`src/rtl/therm_encoder.sv`:
```
// Thermometer-to-binary coarse encoder with sample checks,
// a repeat filter and a valid/ready output register.
module therm_encoder #(
  parameter int FILT_DEPTH = 3
) (
  input  logic        CLK_exit,
  input  logic        rst_n,
  input  logic        sample_en,
  input  logic [15:0] T,
  input  logic [15:0] Tb,
  output logic [3:0]  code,
  output logic        code_valid,
  input  logic        code_ready,
  output logic        shape_err,
  output logic        pair_err,
  output logic [7:0]  overrun_cnt,
  input  logic        clr_err
);

  localparam logic [2:0] DEPTH = 3'(FILT_DEPTH);

  typedef enum logic {
    IDLE = 1'b0,
    HOLD = 1'b1
  } state_t;

  logic [15:0] t_q, t_d;
  logic [15:0] tb_q, tb_d;
  logic        s1_vld_q, s1_vld_d;
  logic        s2_vld_q, s2_vld_d;

  logic [FILT_DEPTH-1:0][3:0] hist_q, hist_d;
  logic [2:0]  fill_q, fill_d;

  logic        shape_q, shape_d;
  logic        pair_q, pair_d;
  logic [7:0]  ovr_q, ovr_d;

  state_t      state_q, state_d;
  logic [3:0]  code_q, code_d;
  logic        dlv_q, dlv_d;

  logic [3:0]  raw;
  logic        shape_bad;
  logic        pair_bad;
  logic        stable;
  logic        offer;
  logic        load;
  logic        drop;

  // Stage 1: capture the delay-line readback when sampled
  always_comb begin
    t_d      = sample_en ? T : t_q;
    tb_d     = sample_en ? Tb : tb_q;
    s1_vld_d = sample_en;
    s2_vld_d = s1_vld_q;
  end

  // Stage 2: saturating popcount plus shape and pair checks
  always_comb begin
    logic [4:0] ones;
    ones = '0;
    for (int i = 0; i < 16; i++) begin
      ones = ones + {4'b0, t_q[i]};
    end
    raw       = ones[4] ? 4'hf : ones[3:0];
    shape_bad = |(t_q & (t_q + 16'd1));
    pair_bad  = (tb_q != ~t_q);
  end

  // Filter history: shift in good samples, flush on bad ones
  always_comb begin
    hist_d = hist_q;
    fill_d = fill_q;
    if (s1_vld_q) begin
      if (shape_bad || pair_bad) begin
        fill_d = '0;
      end else begin
        for (int i = FILT_DEPTH - 1; i > 0; i--) begin
          hist_d[i] = hist_q[i-1];
        end
        hist_d[0] = raw;
        if (fill_q != DEPTH) begin
          fill_d = fill_q + 3'd1;
        end
      end
    end
  end

  // Stability and offer decision, evaluated once per new sample
  always_comb begin
    stable = (fill_q == DEPTH);
    for (int i = 1; i < FILT_DEPTH; i++) begin
      if (hist_q[i] != hist_q[0]) begin
        stable = 1'b0;
      end
    end
    offer = s2_vld_q && stable &&
            (!dlv_q || hist_q[0] != code_q);
  end

  // Output FSM next state
  always_comb begin
    state_d = state_q;
    load    = 1'b0;
    drop    = 1'b0;
    unique case (state_q)
      IDLE: begin
        if (offer) begin
          load    = 1'b1;
          state_d = HOLD;
        end
      end
      HOLD: begin
        if (code_ready) begin
          load    = offer;
          state_d = offer ? HOLD : IDLE;
        end else begin
          drop    = offer;
        end
      end
      default: state_d = IDLE;
    endcase
  end

  // Output FSM outputs
  always_comb begin
    code_valid = (state_q == HOLD);
    code       = code_q;
  end

  // Held code, delivery marker and sticky status
  always_comb begin
    code_d  = load ? hist_q[0] : code_q;
    dlv_d   = dlv_q | load;
    shape_d = (shape_q & ~clr_err) | (s1_vld_q & shape_bad);
    pair_d  = (pair_q & ~clr_err) | (s1_vld_q & pair_bad);
    ovr_d   = clr_err ? 8'd0 : ovr_q;
    if (drop && ovr_d != 8'hff) begin
      ovr_d = ovr_d + 8'd1;
    end
  end

  // Status outputs
  always_comb begin
    shape_err   = shape_q;
    pair_err    = pair_q;
    overrun_cnt = ovr_q;
  end

  // All state registers
  always_ff @(posedge CLK_exit or negedge rst_n) begin
    if (!rst_n) begin
      t_q      <= '0;
      tb_q     <= '0;
      s1_vld_q <= 1'b0;
      s2_vld_q <= 1'b0;
      hist_q   <= '0;
      fill_q   <= '0;
      shape_q  <= 1'b0;
      pair_q   <= 1'b0;
      ovr_q    <= '0;
      state_q  <= IDLE;
      code_q   <= '0;
      dlv_q    <= 1'b0;
    end else begin
      t_q      <= t_d;
      tb_q     <= tb_d;
      s1_vld_q <= s1_vld_d;
      s2_vld_q <= s2_vld_d;
      hist_q   <= hist_d;
      fill_q   <= fill_d;
      shape_q  <= shape_d;
      pair_q   <= pair_d;
      ovr_q    <= ovr_d;
      state_q  <= state_d;
      code_q   <= code_d;
      dlv_q    <= dlv_d;
    end
  end

endmodule

```
`config.mk`:
```
export PLATFORM = sky130hd
export DESIGN_NAME = therm_encoder
export DESIGN_NICKNAME = d
export VERILOG_FILES = /design/src/rtl/therm_encoder.sv
export SDC_FILE = /design/constraint.sdc
export NUM_CORES = 1
export LEC_CHECK = 0
export BUFFER_PORTS_ARGS = -buffer_cell sky130_fd_sc_hd__buf_2
export CAP_MARGIN = 10
export CELL_PAD_IN_SITES_DETAIL_PLACEMENT = 1
export CELL_PAD_IN_SITES_GLOBAL_PLACEMENT = 2
export CORE_MARGIN = 3
export CORE_UTILIZATION = 40
export DETAILED_ROUTE_END_ITERATION = 10
export PLACE_DENSITY = 0.85
export SETUP_SLACK_MARGIN = 0.02
export SYNTH_ARGS = -nofsm -noshare
export SYNTH_HDL_FRONTEND = slang
export SYNTH_SLANG_ARGS = --single-unit
export TNS_END_PERCENT = 20
```
`constraint.sdc`:
```
create_clock -name CLK_exit -period 10.3 [get_ports CLK_exit]
set_input_delay 0.515 -clock CLK_exit [delete_from_list [all_inputs] [get_ports CLK_exit]]
set_output_delay 0.515 -clock CLK_exit [all_outputs]
set_load 0.01 [all_outputs]
```
==> summary.md <==
| Metric | Value |
|---|---|
| Setup ws final | 6140 ps |
| Synth warn | 0 |
| CP Data Required Time | 10,520 ps |
| Area leader, netlist | dfrtp_1 |
| Top cells by area, synth | dfrtp_1 (46%), mux2_2 (9.6%), xnor2_1 (5.7%), fa_1 (5.7%), ha_1 (3.6%) |
| Post-CTS Hold Buffers | 0 |
| #FFs+latches synth | 65 |
| Fin. Hold Viols | 0 |
| Vias per cell | 5.30 |
| Worst-path clk slew | around 70 ps |
| Max Cap Violations | 0 |
| Die width | between 90 and 100 um |
| CP most frequent cell | fa_1 |
| Slew margin rel. | 44.0% |
| Rows | 33 |
| DR vias | 2,508 |
| Final-report max-slew violation count | 0 |
| Final HPWL DP | 5990 um |
| Gate Count Post-Synth | 310 |
| Area delta synth->final | 15.3% |
| # nets final | 422 |
| Starting Density | 41.8% |
| First-pass GRT wire length | 13,700 um |
| Setup_tns | 0 ps |
| CP delay by family, top | adder cells |
| Critical path type | reg2reg |
| Max incr delay on CP | 560 ps |
| Final Cycle Share | 40.3% |
| Post-synth ARST share | 100% |
| Antenna viol nets, final | 0 |
| Worst reg-to-reg setup slack | 6140 ps |
| Power density over the cells | 167 nW/um^2 |
| Status | complete, no violations |
| Starting DRT DRC Count | 72 |
| CP Capture Type | flip-flop |
| VDD IR max | 73.8 uV |
| CTS Buf Count | 9 |
| Synth unique cells | 42 |
| Ys flop type | dfrtp_1 |
| Min cycle time layout | 4160 ps |
| Max Fclk | 241 MHz |
| First-pass DRT Iterations | 4 |
| Vias in the first global route | roughly 2,800 |
| GRT Util Overall | 17.8% |
| Mean Syn Cell Area | about 11 um^2 |
| RSZ-0062 raised after global routing | no |
| Post-CTS sizing | 0 |
| Slowest library cell on the worst path | fa_1 |
| Routability cong. | 0.839 |
| Share of cells above drive strength 1 | a little under a third |
| Hold crit path type | in2async |
| H-tree levels | 3 |
| Clock latency at the later pin of the worst-skew pair | 340 ps |
| Int Pwr | 0.469 mW |
| EDFF count, synth | 0 |
| PortBufs | 51 |
| Final setup viols | 0 |
| Die area | 9920 um^2 |
| Congestion Overflow GR | 0 |
| # diodes | 0 |
| WL/cell | 16.9 um |
| CTS tree | built |
| Top fanout value on the critical path | 6 |
| Synthesized Nets | 367 |
| Initial antenna violation count | 0 |
| Largest net degree at the start of global routing | 66 |
| Seq/Total Area, Yosys | 46.4% |
| Logic gate share of total power | 26.6% |
| Crit path cell chain | inv_1 > fa_1 > fa_1 > fa_1 > fa_1 > inv_1 > ha_1 > fa_1 > and2_1 > o21ai_0 > o21ai_0 > mux2_4 |
| CP arrival | 4380 ps |
| Startpoint types | flip-flop |
| NetSw | 0.205 mW |
| IO Pins | 52 |
| Chip Height | approximately 100 um |
| Slew @ Worst Pin | roughly 840 ps |
| Dpl ws | 6160 ps |
| Leakage | 1.89 nW |
| Placeable Area | around 8400 um^2 |
| Clock Skews | 7.65 ps |
| Synthesized area | around 3500 um^2 |
| Clk root buf | clkbuf_8 |
| Final wirelength | 8000 um |
| Yosys top cell area share | 46.4% |
| CP Buf/Inv Count | 2 |
| Part of the power in registers | 42.3% |
| Clk network pwr share | 31.1% |
| CTS sink count | 65 |
| Setup bufs post-CTS | 0 |
| Switching Share | 30.4% |
| CTS max path bufs | 2 |
| DRC | 0 |
-- cell usage after synthesis, drive strengths merged (2+ instances only) --
library cell,n
or4,2
or3,4
nand3,13
o32ai,3
nor2,7
o31ai,4
nand4,8
buf,2
nand2,26
or2,2
xnor2,23
inv,27
a21oi,3
a22oi,2
nor2b,10
o2111ai,2
a21boi,2
o21ai,19
nor4,7
mux2,37
fa,10
and2,2
ha,10
a22o,2
nand2b,4
dfrtp,65
clkbuf,6
-- worst paths after layout --
check                      cells past startpoint    from   endpoint
max                                           12  t_q[5]  hist_q[2]
max in group asynchronous                      2   rst_n    t_q[14]
min                                            2   rst_n  fill_q[1]
min in group CLK_exit                          3    T[0]     t_q[0]
min reg2reg                                    1   dlv_q      dlv_q
max reg2reg                                   12  t_q[5]  hist_q[2]
-- power groups by stage --
stage                     Sequential [mW]  Clock [mW]  Combinational, mW
final                               0.285       0.209              0.179
after global routing                0.287       0.230              0.214
after CTS                           0.286       0.216              0.183
after detailed placement            0.290           0              0.180
after global placement              0.290           0              0.171
after floorplan                     0.284           0              0.132
-- per-stage QoR --
| stage | hold WS, ps | instance area, um^2 | std cells | utilization (%) | total power, mW |
|---|---|---|---|---|---|
| after floorplan | 219 | 3510 | 310 | - | 0.416 |
| after global placement | 452 | 3860 | 459 | 46.1 | 0.460 |
| after detailed placement | 470 | 3860 | 459 | 46.1 | 0.470 |
| after CTS | 370 | 4040 | 473 | 48.2 | 0.685 |
| after global routing | 376 | 4040 | 473 | 48.2 | 0.731 |
| final | 368 | 4040 | 473 | 48.2 | 0.674 |
-- area by class of cell --
type                            count  area, um^2
Fill cell                         945        4340
Multi-Input combinational cell    210        1740
Sequential cell                    65        1630
Timing Repair Buffer               52         263
Clock buffer                       10         138
Tap cell                          105         131
Inverter                           27         101
Clock inverter                      4        45.0
-- cells by family after synthesis --
kind of cell | synth area share, %
multiplexers | 12.6
buffers and inverters | 4.03
XOR/XNOR | 6.00
adder cells (fa/ha/maj) | 9.28
flip-flops | 46.4
AND/OR/NAND/NOR | 13.3
AO/OA/AOI/OAI | 8.39
-- cells in the final DEF (no fill, tap or decap), types with 5 or more instances in the layout --
cell,netlist,routed
buf_2,1,51
clkbuf_8,0,10
dfrtp_1,65,65
fa_1,10,10
ha_1,10,10
inv_1,27,27
mux2_2,30,30
mux2_4,7,7
nand2_1,26,26
nand3_1,12,12
nand4_1,8,8
nor2_1,5,5
nor2b_1,10,10
nor4_1,7,7
o21ai_0,19,19
xnor2_1,23,23
-- routing by layer --
metal  share of wire (%)  track usage [%]  vias up
li1                    -                -     1188
met1                  45             22.9     1253
met2                  49             28.9       56
met3                 3.9             4.77       11
met4                 2.1             6.30        0
met5                   0                0        -
-- state kept, by name, indices dropped and copies added (netlist names) --
| register | flops |
|---|---|
| code | 4 |
| code_valid | 1 |
| dlv_q | 1 |
| fill_q | 3 |
| hist_q | 12 |
| overrun_cnt | 8 |
| pair_err | 1 |
| s1_vld_q | 1 |
| s2_vld_q | 1 |
| shape_err | 1 |
| t_q | 16 |
| tb_q | 16 |
No activity file was read; power rests on OpenSTA's default activity.
